--- src/rtl/pe_scheduler.sv ---
// pe_scheduler: sequences one dot product through an accumulating PE.
// Clears the PE, pairs activation/weight beats into it, waits out the PE
// latency, then holds the captured result on a valid/ready output until taken.
module pe_scheduler #(
    parameter int BW     = 8,
    parameter int KW     = 8,
    parameter int PE_LAT = 1
) (
    input  logic            i_clock,
    input  logic            i_reset,
    input  logic            i_start,
    input  logic [KW-1:0]   i_k_len,
    output logic            o_busy,
    input  logic            i_act_valid,
    output logic            o_act_ready,
    input  logic [BW-1:0]   i_activation,
    input  logic            i_wt_valid,
    output logic            o_wt_ready,
    input  logic [BW-1:0]   i_weight,
    output logic            o_pe_reset,
    output logic [BW-1:0]   o_pe_activation,
    output logic [BW-1:0]   o_pe_weight,
    input  logic [2*BW-1:0] i_pe_output,
    output logic [2*BW-1:0] o_result,
    output logic            o_result_valid,
    input  logic            i_result_ready
);

    // Drain counter must reach PE_LAT, so it needs room for PE_LAT+1 values.
    localparam int DW = $clog2(PE_LAT + 2);

    typedef enum logic [2:0] {
        IDLE,
        CLEAR,
        FEED,
        DRAIN,
        HOLD
    } state_t;

    state_t          state;
    state_t          next_state;
    logic [KW-1:0]   k_len;
    logic [KW-1:0]   count;
    logic [DW-1:0]   drain_count;
    logic            start_accept;
    logic            transfer;
    logic            capture;
    logic            pe_clear;

    // State register.
    always_ff @(posedge i_clock) begin
        if (i_reset) begin
            state <= IDLE;
        end else begin
            state <= next_state;
        end
    end

    // Next-state decode and per-state handshake/status outputs.
    always_comb begin
        next_state     = state;
        start_accept   = 1'b0;
        transfer       = 1'b0;
        capture        = 1'b0;
        pe_clear       = 1'b0;
        o_busy         = 1'b1;
        o_act_ready    = 1'b0;
        o_wt_ready     = 1'b0;
        o_result_valid = 1'b0;
        case (state)
            IDLE: begin
                o_busy = 1'b0;
                if (i_start && (i_k_len != '0)) begin
                    start_accept = 1'b1;
                    next_state   = CLEAR;
                end
            end
            CLEAR: begin
                pe_clear   = 1'b1;
                next_state = FEED;
            end
            FEED: begin
                // Each ready follows the other stream's valid, so a beat is
                // only taken when its partner is available in the same cycle.
                o_act_ready = i_wt_valid;
                o_wt_ready  = i_act_valid;
                transfer    = i_act_valid && i_wt_valid;
                if (transfer && (count == (k_len - KW'(1)))) begin
                    next_state = DRAIN;
                end
            end
            DRAIN: begin
                if (drain_count == DW'(PE_LAT)) begin
                    capture    = 1'b1;
                    next_state = HOLD;
                end
            end
            HOLD: begin
                o_result_valid = 1'b1;
                if (i_result_ready) begin
                    next_state = IDLE;
                end
            end
            default: begin
                next_state = IDLE;
            end
        endcase
    end

    // The PE is cleared by system reset as well as at the start of each job.
    assign o_pe_reset = i_reset || pe_clear;

    // Job length, transfer/drain counters, PE operand registers and result.
    always_ff @(posedge i_clock) begin
        if (i_reset) begin
            k_len           <= '0;
            count           <= '0;
            drain_count     <= '0;
            o_pe_activation <= '0;
            o_pe_weight     <= '0;
            o_result        <= '0;
        end else begin
            if (start_accept) begin
                k_len <= i_k_len;
                count <= '0;
            end else if (transfer) begin
                count <= count + KW'(1);
            end

            // Operands are presented for exactly one cycle per transfer and
            // forced to zero otherwise so idle cycles add nothing to the PE.
            o_pe_activation <= transfer ? i_activation : '0;
            o_pe_weight     <= transfer ? i_weight     : '0;

            if (state == DRAIN) begin
                drain_count <= drain_count + DW'(1);
            end else begin
                drain_count <= '0;
            end

            if (capture) begin
                o_result <= i_pe_output;
            end
        end
    end

endmodule

--- config.mk ---
export PLATFORM = sky130hd
export DESIGN_NAME = pe_scheduler
export DESIGN_NICKNAME = d
export VERILOG_FILES = /design/src/rtl/pe_scheduler.sv
export SDC_FILE = /design/constraint.sdc
export NUM_CORES = 1
export LEC_CHECK = 0
export CAP_MARGIN = 20
export CORE_ASPECT_RATIO = 1.5
export CORE_UTILIZATION = 45
export CTS_BUF_LIST = sky130_fd_sc_hd__clkbuf_8
export CTS_CLUSTER_DIAMETER = 60
export CTS_CLUSTER_SIZE = 25
export DETAILED_ROUTE_END_ITERATION = 12
export GPL_TIMING_DRIVEN = 0
export PLACE_DENSITY = 0.88
export SLEW_MARGIN = 15
export SYNTH_ARGS = -nofsm -noshare
export SYNTH_HDL_FRONTEND = slang
export SYNTH_SLANG_ARGS = --single-unit
--- constraint.sdc ---
create_clock -name i_clock -period 2.34 [get_ports i_clock]
set_input_delay 0.468 -clock i_clock [delete_from_list [all_inputs] [get_ports i_clock]]
set_output_delay 0.468 -clock i_clock [all_outputs]
set_load 0.01 [all_outputs]
==> out/results.ini <==
[run_status]
run_status = complete, no violations

[sta]
tightest_slew_ns = 0.489
timing.setup.tns_ns = 0
finalCriticalPeriod_ns = 2.28
fin_crit_sh = 0.976
finalMaxSlewViolations = 0
slew_headroom = 0.674
hold_viol_final = 0
fin_hold_ws_ns = 0.427
fmax_ghz = 0.438
clock_skew_ns = 0.00641
finalSetupViolations = 0
rsz0062_at_grt = no

[clocking]
cts.clk_slew.worst_paths_ns = 0.09
cts_buffers = 5
cts_tree = done
cts-root-buf = clkbuf_8
cts-resized-gates = 0
htreeDepth = 2
cts_buffer_depth = 2
cts_hold_buffers = 0
cts.sinks = 53
post-cts-setup-buffers = 0
clk_latency_ns = 0.31

[logic_synthesis]
syn_nets = 294
syn_inst = 245
avgSynthCellArea_sq_um = 8.85
synth_xor_area_frac = 0.0647
synthAdderAreaFrac = 0.0173
synth_top_area_cell = dfxtp_1
synth_top_family_by_area = simple AND/OR/NAND/NOR gates
synth.area.top_cells = dfxtp_1 49%, nand2_1 7.8%, a21oi_1 6.0%, and2_1 5.8%, xor2_1 4.0%
synth_edf_count = 0
synthDistinctLibCells = 44
async_reset_ff_frac = 0
seq_area_frac_synth = 0.490
netlist_area_sq_mm = 0.00217
synth_most_common_cell = dfxtp_1
synth-seq-cells = 53
synthMuxAreaShare = 0.00462
synth_simple_gate_area_frac = 0.285
synth_top_area_share = 0.490
synth_compound_area_frac = 0.0941
ys_top_cells_by_count = 53 x dfxtp_1, 45 x nand2_1, 26 x a21oi_1
synthFlopType = dfxtp_1
synth_warnings = 0

[layout]
diodes = 0
final_util = 0.689
nNetsFinal = 382
finalNonFillerCells = 398
syn_to_final_growth_pct = 45.5
drive_gt1_frac = 0.0629

[pwr]
combPwrFrac = 0.138
peakVddDrop_uv = 535
p_seq_frac = 0.549
p_per_area_mw_per_mm2 = 538
switching_power_w = 0.000427
clockPowerShare = 0.314
leakagePower_nw = 1.16
p_int_w = 0.00127
sw_frac_of_total = 0.252
fin_total_pwr_w = 0.00170

[route]
first_pass_iters = 4
drt_wl_total_um = 5030
drc_errors = 0
dr_total_vias = 1963
routed_via_density = 4.93
ant_nets = 0
drt-initial-drc-count = 28
post_drt_wl_per_cell_um = 12.6

[die]
dieArea_sq_mm = 0.00510
start_util = 0.473
die_h_um = 87.0
dieWidth_um = 58.7
coreArea_sq_mm = 0.00458
ios = 83
rows = 30

[setup_path]
setup.worst_path.end_class = primary output
crit_arrival_ns = 1.82
critPathLaunch = i_reset
worstSetupStartpointType = input port
critPathMaxFanout = 10
worst-setup-path-type = in2out
reg2reg_from = k_len[0]
cp.required_ns = 1.87

[hold_path]
hp-start = drain_count[0]
hold_path_class = reg2reg

[flow_run]
cap_viol_max_count = 0

[global_routing]
grt_max_degree = 19
grt_pass1_vias = 1987
overflow = 0
grt_antenna_before_repair = 0
grt_pass1_wl_um = 8460
grt_use_total = 0.219

[place]
place_congestion = 0.829
placed_cells = 390
dp_hpwl_um = 3870
io_buffers = 81

## final timing paths
kind | to | slack (ns) | cells past startpoint
max | o_pe_reset | 0.06 | 4
min | drain_count[0] | 0.43 | 1
max reg2reg | state[0] | 0.47 | 7
min reg2reg | drain_count[0] | 0.43 | 1
## critical path, stage by stage
cell and delay, ns:
clkdlybuf4s50_1 0.51, buf_4 0.19, a21o_1 0.10, clkdlybuf4s50_1 0.55
## per-layer routing
layer | vias up | track usage | wire length (um)
met3 | 12 | 0.0550 | 267
li1 | 993 | - | -
met5 | - | 0 | 0
met1 | 893 | 0.212 | 1860
met4 | 0 | 0.113 | 142
met2 | 65 | 0.416 | 2770
## cell usage in the layout (no fill, tap or decap), types with 4 or more instances in the layout
cell,instances
a21oi_1,26
and2_1,20
buf_4,4
clkbuf_1,4
clkbuf_8,5
clkdlybuf4s50_1,81
dfxtp_1,53
inv_1,4
nand2_1,45
nand3_1,12
nand4_1,5
nor2_1,14
xnor2_1,6
xor2_1,10
## cell families (layout without fill, tap and decap cells)
family | count (synthesis) | after routing
AOI/OAI and AO/OA | 37 | 37
adders and majority gates | 3 | 3
DFF | 53 | 53
muxes | 1 | 1
buffers and inverters | 17 | 106
xor gates and xnor gates | 16 | 16
and+or+nand+nor | 118 | 118
## stage by stage
step           worst slack (ns)  area [sq um]
2_1_floorplan             0.719          2170
3_3_place_gp              0.102          3060
3_5_place_dp             0.0956          3060
4_1_cts                  0.0771          3150
5_1_grt                  0.0158          3150
6_report                 0.0562          3150
## final cells by class
class | count | area, sq um
fill | 375 | 1430
inverter | 4 | 15.0
multi-input combinational | 175 | 1010
clock inverter | 3 | 26.3
tap | 64 | 80.1
clock buffer | 5 | 68.8
timing repair buffer | 81 | 811
sequential | 53 | 1060
buffer | 13 | 81.3
## flip-flops by register name, indices dropped and copies added (netlist names)
signal	flops
drain_count	2
o_pe_weight	8
o_pe_activation	8
o_result	16
count	8
state	3
k_len	8
## power by group through the flow
stage                     combinational, W  clock (W)  sequential, W
after CTS                         0.000235   0.000547       0.000931
final                             0.000234   0.000532       0.000931
after global routing              0.000257   0.000570       0.000933
after detailed placement          0.000233          0       0.000952
after global placement            0.000226          0       0.000951
after floorplan                   0.000116          0       0.000950
Power figures use the tool's default switching activity.
